==> config.mk <==
export PLATFORM = sky130hd
export DESIGN_NAME = axi_stream_packer_flat
export DESIGN_NICKNAME = d
export VERILOG_FILES = /design/src/rtl/axi_stream_packer_if.sv /design/src/rtl/axi_stream_packer.sv /design/src/flat_wrapper.sv
export SDC_FILE = /design/constraint.sdc
export NUM_CORES = 1
export LEC_CHECK = 0
export BUFFER_PORTS_ARGS = -buffer_cell sky130_fd_sc_hd__buf_2
export CAP_MARGIN = 20
export CORE_UTILIZATION = 35
export DETAILED_ROUTE_END_ITERATION = 6
export PLACE_DENSITY_LB_ADDON = 0.08
export REMOVE_ABC_BUFFERS = 1
export SETUP_SLACK_MARGIN = 0.1
export SYNTH_ARGS = -nofsm -noshare
export SYNTH_HDL_FRONTEND = slang
export SYNTH_SLANG_ARGS = --single-unit
==> constraint.sdc <==
create_clock -name ar_clk -period 1.8 [get_ports ar_clk]
set_input_delay 0.09 -clock ar_clk [delete_from_list [all_inputs] [get_ports ar_clk]]
set_output_delay 0.09 -clock ar_clk [all_outputs]
set_load 0.01 [all_outputs]
==> src/rtl/axi_stream_packer_if.sv <==
// Valid/ready bundle between the FIFO read side, the packer and the wide-word consumer.
// The slave modport is the packer's view; master is the environment driving it.
interface axi_stream_packer_if #(
   parameter int DSIZE = 8,
   parameter int RATIO = 4
);
   logic                   i_s_vld;
   logic [DSIZE-1:0]       i_s_data;
   logic                   o_s_rdy;
   logic                   i_flush;
   logic                   o_m_vld;
   logic [DSIZE*RATIO-1:0] o_m_data;
   logic [RATIO-1:0]       o_m_keep;
   logic                   i_m_rdy;

   modport slave (
      input  i_s_vld, i_s_data, i_flush, i_m_rdy,
      output o_s_rdy, o_m_vld, o_m_data, o_m_keep
   );

   modport master (
      output i_s_vld, i_s_data, i_flush, i_m_rdy,
      input  o_s_rdy, o_m_vld, o_m_data, o_m_keep
   );
endinterface

==> src/rtl/axi_stream_packer.sv <==
// Packs RATIO narrow beats into one wide word with per-lane keep; partial words
// leave on an explicit flush or after TIMEOUT idle cycles.
//
//   state | meaning
//   EMPTY | accumulator empty (acc_cnt = 0), waiting for the first beat of a word
//   FILL  | 1..RATIO-1 beats held; leaves on completion or flush emit
module axi_stream_packer #(
   parameter int DSIZE   = 8,
   parameter int RATIO   = 4,
   parameter int TIMEOUT = 16
) (
   input  logic                ar_clk,
   input  logic                ar_rst_n,
   axi_stream_packer_if.slave  bus
);
   localparam int W  = DSIZE * RATIO;
   localparam int CW = $clog2(RATIO);
   localparam int IW = (TIMEOUT > 0) ? $clog2(TIMEOUT + 1) : 1;

   localparam logic [CW-1:0] LAST   = CW'(RATIO - 1);
   localparam logic [IW-1:0] TO_MAX = IW'(TIMEOUT);

   localparam logic [0:0] ST_EMPTY = 1'b0;
   localparam logic [0:0] ST_FILL  = 1'b1;

   logic [0:0]       state;
   logic [CW-1:0]    acc_cnt;
   logic [W-1:0]     acc;
   logic [W-1:0]     full_word;
   logic [IW-1:0]    idle;
   logic             flush_pend;
   logic             run;
   logic             m_vld;
   logic [W-1:0]     m_data;
   logic [RATIO-1:0] m_keep;
   logic [RATIO-1:0] part_keep;
   logic             slot_free;
   logic             timeout_hit;
   logic             flush_emit;
   logic             s_rdy;
   logic             accept;
   logic             complete;

   always_comb begin
      slot_free   = !m_vld || bus.i_m_rdy;
      timeout_hit = (TIMEOUT != 0) && (idle == TO_MAX);
      flush_emit  = (state == ST_FILL) && slot_free &&
                    (flush_pend || bus.i_flush || timeout_hit);
      // run keeps the input closed until the first edge after reset release
      s_rdy       = run && !flush_emit && ((acc_cnt != LAST) || slot_free);
      accept      = bus.i_s_vld && s_rdy;
      complete    = accept && (acc_cnt == LAST);
      full_word   = acc;
      full_word[(RATIO-1)*DSIZE +: DSIZE] = bus.i_s_data;
      for (int k = 0; k < RATIO; k++) begin
         part_keep[k] = (k < int'(acc_cnt));
      end
   end

   always_ff @(posedge ar_clk or negedge ar_rst_n) begin
      if (!ar_rst_n) begin
         run <= 1'b0;
      end else begin
         run <= 1'b1;
      end
   end

   always_ff @(posedge ar_clk or negedge ar_rst_n) begin
      if (!ar_rst_n) begin
         state   <= ST_EMPTY;
         acc_cnt <= '0;
         acc     <= '0;
      end else if (complete || flush_emit) begin
         state   <= ST_EMPTY;
         acc_cnt <= '0;
         acc     <= '0;
      end else if (accept) begin
         state   <= ST_FILL;
         acc_cnt <= acc_cnt + 1'b1;
         acc[int'(acc_cnt)*DSIZE +: DSIZE] <= bus.i_s_data;
      end
   end

   always_ff @(posedge ar_clk or negedge ar_rst_n) begin
      if (!ar_rst_n) begin
         flush_pend <= 1'b0;
      end else if (flush_emit) begin
         flush_pend <= 1'b0;
      end else if (bus.i_flush && ((state == ST_FILL) || accept)) begin
         flush_pend <= 1'b1;
      end
   end

   // Saturates at TIMEOUT, so a hit blocked by backpressure stays armed.
   always_ff @(posedge ar_clk or negedge ar_rst_n) begin
      if (!ar_rst_n) begin
         idle <= '0;
      end else if (accept || flush_emit || (state == ST_EMPTY)) begin
         idle <= '0;
      end else if (idle != TO_MAX) begin
         idle <= idle + 1'b1;
      end
   end

   always_ff @(posedge ar_clk or negedge ar_rst_n) begin
      if (!ar_rst_n) begin
         m_vld  <= 1'b0;
         m_data <= '0;
         m_keep <= '0;
      end else if (complete) begin
         m_vld  <= 1'b1;
         m_data <= full_word;
         m_keep <= '1;
      end else if (flush_emit) begin
         m_vld  <= 1'b1;
         m_data <= acc;
         m_keep <= part_keep;
      end else if (m_vld && bus.i_m_rdy) begin
         m_vld  <= 1'b0;
      end
   end

   assign bus.o_s_rdy  = s_rdy;
   assign bus.o_m_vld  = m_vld;
   assign bus.o_m_data = m_data;
   assign bus.o_m_keep = m_keep;
endmodule

==> src/flat_wrapper.sv <==
// flat-port wrapper written by rule: the top's interface ports become plain ports
module axi_stream_packer_flat 
#(
   parameter int DSIZE   = 8,
   parameter int RATIO   = 4,
   parameter int TIMEOUT = 16
)
  (ar_clk, ar_rst_n, bus_i_s_vld, bus_i_s_data, bus_i_flush, bus_i_m_rdy, bus_o_s_rdy, bus_o_m_vld, bus_o_m_data, bus_o_m_keep);
  axi_stream_packer_if #(.DSIZE(DSIZE), .RATIO(RATIO)) bus_i ();
  input  logic ar_clk;
  input  logic ar_rst_n;
  input wire logic [$bits(bus_i.i_s_vld)-1:0] bus_i_s_vld;
  input wire logic [$bits(bus_i.i_s_data)-1:0] bus_i_s_data;
  input wire logic [$bits(bus_i.i_flush)-1:0] bus_i_flush;
  input wire logic [$bits(bus_i.i_m_rdy)-1:0] bus_i_m_rdy;
  output wire logic [$bits(bus_i.o_s_rdy)-1:0] bus_o_s_rdy;
  output wire logic [$bits(bus_i.o_m_vld)-1:0] bus_o_m_vld;
  output wire logic [$bits(bus_i.o_m_data)-1:0] bus_o_m_data;
  output wire logic [$bits(bus_i.o_m_keep)-1:0] bus_o_m_keep;
  assign bus_i.i_s_vld = bus_i_s_vld;
  assign bus_i.i_s_data = bus_i_s_data;
  assign bus_i.i_flush = bus_i_flush;
  assign bus_i.i_m_rdy = bus_i_m_rdy;
  assign bus_o_s_rdy = bus_i.o_s_rdy;
  assign bus_o_m_vld = bus_i.o_m_vld;
  assign bus_o_m_data = bus_i.o_m_data;
  assign bus_o_m_keep = bus_i.o_m_keep;
  axi_stream_packer #(.DSIZE(DSIZE), .RATIO(RATIO), .TIMEOUT(TIMEOUT)) u_core (.ar_clk(ar_clk), .ar_rst_n(ar_rst_n), .bus(bus_i));
endmodule
* Word level (Yosys, flattened, before mapping)
Index checks and enable logic that the tools add are counted.
** Storage, ports and cells
- Bits in registers :: 79
- Latch bits :: 0
- Memory bits (writable) :: 0
- Bits in read-only memories :: 0
- Bits of input ports :: 13
- Output and inout bits :: 38
- Logic and storage cells :: 63
- Memories :: 0
** Cells by class
- Add/subtract/negate cells :: 3
- $mul :: 0
- Div/mod/pow operators :: 0
- Magnitude comparators :: 3
- Equality and inequality tests :: 4
- Shift-type cells :: 2
- Multiplexer cells :: 18
- Bitwise logic cells :: 1
- Reduce and logical (&&, ||, !) cells :: 23
** Operators by type and width (number)
- $mux 32 :: 4
- $neg 5->33 :: 1
- $shift 8x33->32 const A :: 1
- $shiftx 8x33->32 :: 1
- $bwmux 32 :: 1
- $mux 5 :: 2
- $logic_and 1x1->1 :: 8
- $logic_or 1x1->1 :: 8
- $mux 4 :: 2
- $reduce_bool 2->1 :: 4
- $mux 1 :: 7
- $add 5x1->5 const B :: 1
- $eq 5x5->1 const B :: 1
- $ne 5x5->1 const B :: 1
- $lt 1x2->1 const A :: 2
- $mux 2 :: 2
- $reduce_bool 3->1 :: 1
- $add 2x1->2 const B :: 1
- $eq 2x2->1 const B :: 1
- $logic_not 1->1 :: 2
- $lt 2x2->1 const A :: 1
- $ne 2x2->1 const B :: 1
- $not 1->1 :: 1

* Logic depth before layout (Yosys ltp)
Gate-level depths: netlist of the first run.
- Depth after elaboration :: 12
- Mapped depth :: 9
- Depth with buffers taken out :: 6

* Worst setup path after synthesis of the first run
OpenSTA, ideal clock, no wires.
- Path type :: reg-to-reg
- Start point :: reg u_core.idle[0]
- End point :: reg u_core.m_data[0], in the netlist u_core.bus.o_m_data[0]
- Setup time :: 0.125 ns
- Arrival :: 1.818 ns
- Required time :: 1.675 ns
- Setup slack :: -0.143 ns
- Stages on the path, launching flop included :: 9
- Buffers on the path :: 2
- Period minus slack after synthesis :: 1.943 ns
- Cells stage by stage :: dfrtp_1 > inv_1 > ha_1 > nor4bb_1 > buf_2 > o311a_4 > nor2_8 > buf_12 > mux2_4
** On the way
- Cells in the longest elaborated chain, start to end :: 9
- Elaborated cells on any way between the ends :: 10
- Classes of those cells :: eq/ne: 1; mux: 1; reduce/logical: 8
** RTL lines
- from (decl) :: line axi_stream_packer.sv:30 : logic [IW-1:0] idle;
- from (signal assigned) :: line axi_stream_packer.sv:101 : idle <= idle + 1'b1;
- $eq 5x5->1 (*) :: line axi_stream_packer.sv:46 : timeout_hit = (TIMEOUT != 0) && (idle == TO_MAX);
- $logic_or 1x1->1 (*) :: line axi_stream_packer.sv:48 : (flush_pend || bus.i_flush || timeout_hit);
- $logic_and 1x1->1 (*) :: line axi_stream_packer.sv:47 : flush_emit = (state == ST_FILL) && slot_free &&
- $logic_not 1->1 :: line axi_stream_packer.sv:50 : s_rdy = run && !flush_emit && ((acc_cnt != LAST) || slot_free);
- $logic_and 1x1->1 (2 in series) :: line axi_stream_packer.sv:50
- $logic_and 1x1->1 :: line axi_stream_packer.sv:51 : accept = bus.i_s_vld && s_rdy;
- $logic_and 1x1->1 :: line axi_stream_packer.sv:52 : complete = accept && (acc_cnt == LAST);
- $mux 32 or $reduce_bool 2->1 (tied branches)
- to (signal assigned) :: line axi_stream_packer.sv:112 : m_data <= full_word;
- to (decl) :: line axi_stream_packer.sv:34 : logic [W-1:0] m_data;
Every way passes the cells marked *; elsewhere a longest branch is shown, timed or not.
A chain may end at the register's enable or synchronous reset.

* Worst setup path in the final report of the first run
- Start point :: reg u_core.idle[0]
- End point :: reg u_core.m_data[16], in the netlist u_core.bus.o_m_data[16]
Same word-level chain as after synthesis.

==> results.cfg, run 1 <==
[status]
outcome = finished with violations
violations = negative setup slack

[global_route]
grt_util_all_layers = 0.1782
use_met3 = 0.04596
overflow = 0
grt_max_degree = 38
met2_usage = 0.2838
busiest_layer = met2
grt_pass1_vias = 2389
grt_util_met1 = 0.2444
antenna_found_initial = 0
grt_first_pass_wirelength_um = 13230

[finish]
final_common_cell = dfrtp_1
fill_cells = 784
nets = 382
n_antenna_cell = 0
layout_common_cells = dfrtp_1, buf_2, buf_4
area_growth_pct = 48.99
drive_gt1_frac = 0.6110
finalNonFillerCells = 494

[sta]
rsz0062_at_grt = true
min_period_ps = 1855
hold_violations = 0
final.setup.worst_slack_ps = -54.97
fin_tns_setup_ps = -1078
setup_viol = 26
holdWs_ps = 60.63
fmax_mhz = 539.1
finClkSkew_ps = 8.104
period_share = 1.031
drv_slew = 0

[logic_synthesis]
ys_seq_elements = 79
syn_inst = 258
yosys_warnings = 0
syn_area_um2 = 3353
ys_seq_area_frac = 0.5896
synth.avg_cell_area_um2 = 13.00
ys_types = 33

[clock_tree]
clock_sinks = 79
cts_tree = done
clkTransAtPathRegs_ps = 80
cts_buffers = 9
clk_root_buffer_cell = clkbuf_8
h-tree-depth = 3
cts_buffer_depth = 2
clock_latency_ps = 350

[min_path]
min_path_type = in2reg

[floorplanning]
dieArea_um2 = 9976
rows = 35
die_w_um = 99.88
core_um2 = 9240
io_pins = 51
start_util = 0.3629
die_h_um = 99.88

[run]
drv_cap = 0

[place]
gp_congestion = 0.7253
dp_worst_setup_slack_ps = -274.1
dp.cells = 453
hpwl_um = 4912
port_buffers = 50

[detailed_routing]
drc_errors = 0
num_vias = 2393
firstDrtPassIters = 6
vias_per_cell = 4.844
drt_iter0_drc = 79
ant_nets = 0
wl_per_cell_um = 17.31
wirelength_um = 8552

[worst_setup_path]
crit_fanout = 18
end_kind = flip-flop
crit_chain = inv_2 > ha_4 > nor4bb_4 > o311a_4 > nor2_8 > buf_12 > mux2_4
max_stage_delay_ps = 360
start_kind = flip-flop
arrival_ps = 2090
cpMaxStageDelayCell = dfrtp_1
cp.required_ps = 2030
critical_path_class = reg2reg

[power_and_ir_drop]
power_density_nw_per_um2 = 1231
p_leak_nw = 2.444
peakVddDrop_mv = 0.5275
p_total_w = 0.006149
-- layer usage --
layer	vias to the layer above	share of wire	wire (um)
met5	-	0	0
met4	0	0.0071	61
met3	6	0.038	329
met2	47	0.48	4126
met1	1222	0.47	4035
li1	1118	-	-
-- state kept, by name, indices dropped and copies added, names as in the netlist --
name                 count
u_core.bus.o_m_vld       1
u_core.acc              32
u_core.acc_cnt           2
u_core.flush_pend        1
u_core.bus.o_m_data     32
u_core.run               1
u_core.idle              5
u_core.state             1
u_core.bus.o_m_keep      4
-- kinds of logic after synthesis --
logic type                 count (synthesis)  share of synthesized area
muxes                                     35                     0.1362
buffers and inverters                     17                    0.03395
AOI/OAI and AO/OA                         44                    0.09366
xor gates and xnor gates                   4                    0.01045
adders and majority gates                  8                    0.02985
DFF                                       79                     0.5896
other                                      1                   0.001118
and+or+nand+nor                           70                     0.1052
-- power breakdown --
part | switching [W] | internal, W | total (W)
clock network | 0.000630 | 0.000779 | 0.00141
registers | 0.000218 | 0.00208 | 0.00230
logic | 0.00114 | 0.00130 | 0.00244
-- synthesized netlist by cell type, drive strengths merged --
cell | number | area [um^2]
and4 | 1 | 8.760
nand4b | 1 | 8.760
o2111ai | 3 | 26.28
buf | 11 | 90.08
nand4bb | 1 | 11.26
nor4b | 1 | 15.01
nand2b | 1 | 6.260
dfrtp | 79 | 1977
xor2 | 2 | 17.52
o31ai | 1 | 7.510
o311a | 1 | 21.27
nor3 | 3 | 15.01
o21ai | 9 | 45.04
a22oi | 24 | 180.2
inv | 5 | 18.77
ha | 8 | 100.1
mux2 | 25 | 356.6
and2 | 8 | 50.05
clkbuf | 1 | 5.000
nand3b | 2 | 15.01
a31o | 1 | 8.760
nand3 | 4 | 20.02
nor2 | 35 | 147.6
xnor2 | 2 | 17.52
mux2i | 10 | 100.1
nor4bb | 1 | 10.01
conb | 1 | 3.750
a21oi | 5 | 25.02
nand2 | 12 | 45.04
-- metrics by stage --
step / instance area, um^2 / utilization
floorplan: 3258 / -
global placement: 3920 / 0.4242
detailed placement: 3920 / 0.4242
CTS: 4574 / 0.4951
global route: 4996 / 0.5407
finish: 4996 / 0.5407
-- timing repair --
| item | CTS | global route |
|---|---|---|
| cloned | 5 | 2 |
| hold endpoints to repair | 33 | 0 |
| hold buffers | 1 | 0 |
| endpoints found under the setup margin | 77 | 78 |
| resized for setup | 67 | 80 |
| pin swaps | 15 | 36 |
| setup buffers | 12 | 7 |
-- worst paths after layout --
kind | start | end | slack (ps) | depth (start not counted)
setup / recovery | u_core.idle[0] | u_core.bus.o_m_data[16] | -50 | 7
hold / removal | bus_i_s_data[2] | u_core.acc[18] | 60 | 3
setup reg to reg | u_core.idle[0] | u_core.bus.o_m_data[16] | -50 | 7
hold reg to reg | u_core.acc[27] | u_core.bus.o_m_data[27] | 480 | 2
max in group asynchronous | ar_rst_n | u_core.acc[25] | 1000 | 3
min in group asynchronous | ar_rst_n | u_core.idle[2] | 250 | 2
-- critical path, delay by kind of cell, from the launching register on --
kind            cells  cell delay [ps]
compound gates      1              360
fa+ha+maj           1              150
buf+inv             2              250
flops               1              360
mux                 1              310
simple gates        2              300
-- area by class of cell --
class | count | area, um^2 | share of cell area
clock buffer | 12 | 135.1 | 0.02705
clock inverter | 3 | 68.82 | 0.01377
inverter | 5 | 23.77 | 0.004758
multi-input combinational | 162 | 1697 | 0.3396
sequential | 79 | 1977 | 0.3957
tap | 129 | 161.4 | 0.03231
timing repair buffer | 104 | 933.4 | 0.1868
Note: power is estimated with default switching activity, not from simulation.
==> inputs of run 2 (changes only) <==
--- a/config.mk
+++ b/config.mk
@@ -7,11 +7,14 @@
 export LEC_CHECK = 0
 export BUFFER_PORTS_ARGS = -buffer_cell sky130_fd_sc_hd__buf_2
 export CAP_MARGIN = 20
+export CORE_ASPECT_RATIO = 0.8
 export CORE_UTILIZATION = 35
 export DETAILED_ROUTE_END_ITERATION = 6
 export PLACE_DENSITY_LB_ADDON = 0.08
+export RECOVER_POWER = 50
 export REMOVE_ABC_BUFFERS = 1
 export SETUP_SLACK_MARGIN = 0.1
+export SKIP_CTS_REPAIR_TIMING = 1
 export SYNTH_ARGS = -nofsm -noshare
 export SYNTH_HDL_FRONTEND = slang
 export SYNTH_SLANG_ARGS = --single-unit
==> run 2 against run 1 <==
Compared with the run above: the run ends with design-rule violations, negative setup slack left; fmax is 3.3% lower; wire length is 1.8% lower; die area hardly changed; count of clock-buffer cells in the layout stayed put; utilization is 3.1 points lower; clock power is 30% higher; register-to-register slack worse by 60 ps; non-clock buffer count is 13 lower; clock skew is 0.89 ps lower; first-iteration DRC count is 10% higher.
==> results.cfg, run 2 (synthesis gave the netlist of run 1 again) <==
[finish]
n_antenna_cell = 0
utilization = 0.5099
layout_common_cells = dfrtp_1, buf_2, nor2_1
area_growth_pct = 39.78
drive_gt1_frac = 0.5199
finalNonFillerCells = 467
nets = 369
final_common_cell = dfrtp_1

[place]
dp.cells = 436
port_buffers = 50
gp_congestion = 0.7456
hpwl_um = 4676

[detailed_routing]
drt_iter0_drc = 87
ant_nets = 0
num_vias = 2299
drc_errors = 9
wl_per_cell_um = 17.99
wirelength_um = 8401
vias_per_cell = 4.923
firstDrtPassIters = 6

[min_path]
min_path_type = in2reg

[sta]
drv_slew = 0
min_period_ps = 1918
fmax_mhz = 521.3
period_share = 1.066
relSlewSlack = 0.2691
setup_viol = 27
hold_violations = 0
final.setup.worst_slack_ps = -118.3
worst_slew_pin_slew_ps = 1096
rsz0062_at_grt = true
finClkSkew_ps = 7.215
holdWs_ps = 68.90
fin_tns_setup_ps = -2560

[worst_setup_path]
arrival_ps = 2140
cp_top_family = compound AO/OA/AOI/OAI gates
cp_num_buf_inv = 2
end_kind = flip-flop
crit_fanout = 8
cpMaxStageDelayCell = o311a_4
cp.required_ps = 2020
start_kind = flip-flop
max_stage_delay_ps = 400
critical_path_class = reg2reg
crit_chain = inv_2 > ha_2 > nor4bb_4 > o311a_4 > nor2_8 > clkbuf_16 > mux2_4

[global_route]
grt_max_degree = 80
grt_pass1_vias = 2126
overflow = 0
antenna_found_initial = 0
grt_util_all_layers = 0.1615
grt_first_pass_wirelength_um = 11790

[floorplanning]
io_pins = 51
die_w_um = 111.4
core_um2 = 9193
dieArea_um2 = 9978
die_h_um = 89.55
start_util = 0.3648
rows = 31

[power_and_ir_drop]
peakVddDrop_mv = 0.6640
p_leak_nw = 2.312
power_density_nw_per_um2 = 1311

[run]
drv_cap = 0

[clock_tree]
cts_buffer_depth = 2
clock_latency_ps = 340
cts_buffers = 9
clkTransAtPathRegs_ps = 60
clock_sinks = 79
h-tree-depth = 3
cts_tree = done
clk_root_buffer_cell = clkbuf_16

[status]
outcome = finished with violations
violations = design-rule violations, negative setup slack
[run 2: where the power goes]
group	internal [W]	leakage (nW)	switching (W)
logic	0.00105	1.08	0.000944
clock network	0.00114	0.145	0.000702
registers	0.00209	1.09	0.000224
[run 2: tightest hold or removal path, delay by kind of cell]
kind / cells / cell delay, ps
AO/OA/AOI/OAI: 1 / 60
buffers and inverters: 1 / 140
AND/OR/NAND/NOR: 1 / 80
[run 2: worst paths after layout]
path	startpoint	end	slack, ps	cells past startpoint
max	u_core.idle[0]	u_core.bus.o_m_data[16]	-120	7
min	bus_i_s_data[3]	u_core.acc[11]	70	3
max reg2reg	u_core.idle[0]	u_core.bus.o_m_data[16]	-120	7
min reg2reg	u_core.acc[24]	u_core.bus.o_m_data[24]	470	2
max in group asynchronous	ar_rst_n	u_core.bus.o_m_keep[2]	470	3
min in group asynchronous	ar_rst_n	u_core.bus.o_m_data[22]	640	3
[run 2: final cells by class]
cell class / instances / area, um^2
multi-input combinational: 162 / 1526
sequential: 79 / 1977
inverter: 5 / 18.77
fill: 812 / 4506
tap: 115 / 143.9
timing repair buffer: 91 / 721.9
clock inverter: 3 / 42.54
clock buffer: 12 / 256.5
[run 2: per-stage QoR]
step / cell area (um^2) / total power, W / setup WS, ps
finish: 4687 / 0.006144 / -118.3
global route: 4687 / 0.006453 / -183.6
CTS: 4167 / 0.005652 / -626.5
detailed placement: 3867 / 0.003788 / -254.0
global placement: 3867 / 0.003773 / -162.5
floorplan: 3258 / 0.003131 / -600.9
[run 2: metal layers]
metal,GRT usage,share of wire
met1,0.2273,0.49
met2,0.2409,0.45
met3,0.04610,0.051
met4,0.05160,0.0076
met5,0,0
==> inputs of run 3 (changes only) <==
--- a/config.mk
+++ b/config.mk
@@ -5,8 +5,11 @@
 export SDC_FILE = /design/constraint.sdc
 export NUM_CORES = 1
 export LEC_CHECK = 0
+export ABC_AREA = 1
 export BUFFER_PORTS_ARGS = -buffer_cell sky130_fd_sc_hd__buf_2
 export CAP_MARGIN = 20
+export CELL_PAD_IN_SITES_DETAIL_PLACEMENT = 1
+export CELL_PAD_IN_SITES_GLOBAL_PLACEMENT = 1
 export CORE_ASPECT_RATIO = 0.8
 export CORE_UTILIZATION = 35
 export DETAILED_ROUTE_END_ITERATION = 6
==> run 3 against run 2 <==
Compared with the run above: the flow finishes with violations (negative hold slack); clock skew fell by 3.1 ps; non-clock buffer count decreased by 12; worst setup slack better by 150 ps; sequential cell count did not move; combinational power grew 23%; power up 11%; via count rose by 23%.
==> results.cfg, run 3 <==
[floorplanning]
rows = 32
die_w_um = 113.7
core_um2 = 9649
start_util = 0.3620
die_h_um = 91.36
io_pins = 51
dieArea_um2 = 10390

[logic_synthesis]
ys_types = 30
synth.avg_cell_area_um2 = 9.027
ys_seq_area_frac = 0.5659
syn_inst = 387
yosys-top-cells-area = dfrtp_1, nand2_1, o211ai_1
yosys_warnings = 0
synth_top_area_frac = 0.5659
synth_common_cells = nand2_1, dfrtp_1, o211ai_1, nor2_1, nand3_1
yosys.cell_count.top_type = nand2_1
synth-main-ff-cell = dfrtp_1
syn_area_um2 = 3493
async_flop_share = 1.000
synth_top_cell_by_area = dfrtp_1
ys_seq_elements = 79
synth-edff-count = 0

[global_route]
grt_pass1_vias = 2864
grt_max_degree = 43
grt_first_pass_wirelength_um = 14930
grt_util_all_layers = 0.1907
overflow = 0
antenna_found_initial = 0

[clock_tree]
cts_buffer_depth = 2
clk_root_buffer_cell = clkbuf_16
cts_tree = done
clock_latency_ps = 340
h-tree-depth = 3
cts_buffers = 9
clock_sinks = 79
clkTransAtPathRegs_ps = 60

[detailed_routing]
vias_per_cell = 4.675
wirelength_um = 9667
ant_nets = 0
num_vias = 2838
wl_per_cell_um = 15.93
drc_errors = 0
drt_iter0_drc = 111
firstDrtPassIters = 4

[worst_setup_path]
arrival_ps = 1680
cp.required_ps = 1710
start_kind = flip-flop
critical_path_class = reg2out
end_kind = primary output
crit_fanout = 5

[finish]
nets = 487
n_antenna_cell = 0
finalNonFillerCells = 607
final_common_cell = nand2_1
fill_cells = 1153
area_growth_pct = 30.87
layout_common_cells = nand2_1, dfrtp_1, clkbuf_1
drive_gt1_frac = 0.1911

[place]
dp_worst_setup_slack_ps = 25.28
gp_congestion = 0.7392
port_buffers = 50
dp.cells = 574
hpwl_um = 6133

[power_and_ir_drop]
switching_share = 0.3555
p_int_w = 0.004391
power_frac_clock = 0.308
peakVddDrop_mv = 0.7076
power_density_nw_per_um2 = 1490
p_sw_w = 0.002422
p_comb_frac = 0.359
p_leak_nw = 2.375
p_seq_frac = 0.333

[sta]
holdWs_ps = -6.368
min_period_ps = 1766
finClkSkew_ps = 4.104
rsz0062_at_grt = true
worst_slew_pin_slew_ps = 1121
drv_slew = 0
final.setup.worst_slack_ps = 33.53
fmax_mhz = 566.1
period_share = 0.9814
relSlewSlack = 0.2528
setup_viol = 0
hold_violations = 1

[min_path]
min_path_type = in2reg

[status]
outcome = finished with violations
violations = negative hold slack

[run]
drv_cap = 0
## run 3: final timing paths
check | cells past startpoint | slack, ps | endpoint | start
worst max-delay path | 5 | 30 | bus_o_s_rdy | u_core.state
min in group asynchronous | 2 | 510 | u_core.bus.o_m_data[4] | ar_rst_n
max in group asynchronous | 3 | 520 | u_core.bus.o_m_data[25] | ar_rst_n
worst max register to register | 6 | 40 | u_core.acc[5] | u_core.state
worst min register to register | 2 | 470 | u_core.bus.o_m_data[22] | u_core.acc[22]
worst min-delay path | 3 | -6 | u_core.acc[7] | bus_i_s_data[7]
## run 3: power groups by stage
stage | Combinational (W) | Sequential, W | Clock (W)
after floorplan | 0.00102 | 0.00236 | 0
after global placement | 0.00193 | 0.00228 | 0
after detailed placement | 0.00197 | 0.00229 | 0
after CTS | 0.00199 | 0.00226 | 0.00215
after global routing | 0.00269 | 0.00230 | 0.00219
final | 0.00245 | 0.00227 | 0.00210
## run 3: logic make-up (layout without fill, tap and decap cells)
family,count (synthesis),after routing,synth area share
flip-flops,79,79,0.5659
AND/OR/NAND/NOR,223,224,0.2615
AO/OA/AOI/OAI,34,34,0.07163
buffers and inverters,39,122,0.06376
XOR/XNOR,3,3,0.007523
other,1,1,0.001073
adder cells (fa/ha/maj),8,8,0.02865
## run 3: cell type report
cell class | count | area [um^2] | area share
Clock buffer | 13 | 250.2 | 0.05473
Clock inverter | 3 | 90.09 | 0.01970
Inverter | 26 | 112.6 | 0.02463
Multi-Input combinational cell | 270 | 1416 | 0.3098
Sequential cell | 79 | 1977 | 0.4324
Tap cell | 136 | 170.2 | 0.03722
Timing Repair Buffer | 79 | 548.0 | 0.1199
Timing Repair inverter | 1 | 7.507 | 0.001642
## run 3: per-stage QoR
| stage | setup TNS (ps) | hold WS, ps | power (W) | util | area [um^2] |
|---|---|---|---|---|---|
| 2_1_floorplan | -46510 | -205.6 | 0.003379 | - | 3371 |
| 3_3_place_gp | 0 | 114.8 | 0.004216 | 0.4094 | 3950 |
| 3_5_place_dp | 0 | 129.9 | 0.004258 | 0.4094 | 3950 |
| 4_1_cts | -143.5 | -234.4 | 0.006389 | 0.4446 | 4290 |
| 5_1_grt | -1620 | 5.113 | 0.007182 | 0.4738 | 4572 |
| 6_report | 0 | -6.368 | 0.006812 | 0.4738 | 4572 |
## run 3: worst max-delay path, stage by stage, from the launching register on
cell and delay, ps:
dfrtp_1 390, a21boi_1 530, nand2_8 130, clkinvlp_4 120
nor2_2 40, buf_2 130
## run 3: routing by layer
layer	GRT usage	routed length (um)	up-vias
met5	0	0	-
met4	0.06908	132	0
met3	0.04539	262	12
met2	0.2846	4282	50
met1	0.2680	4989	1384
li1	-	-	1392
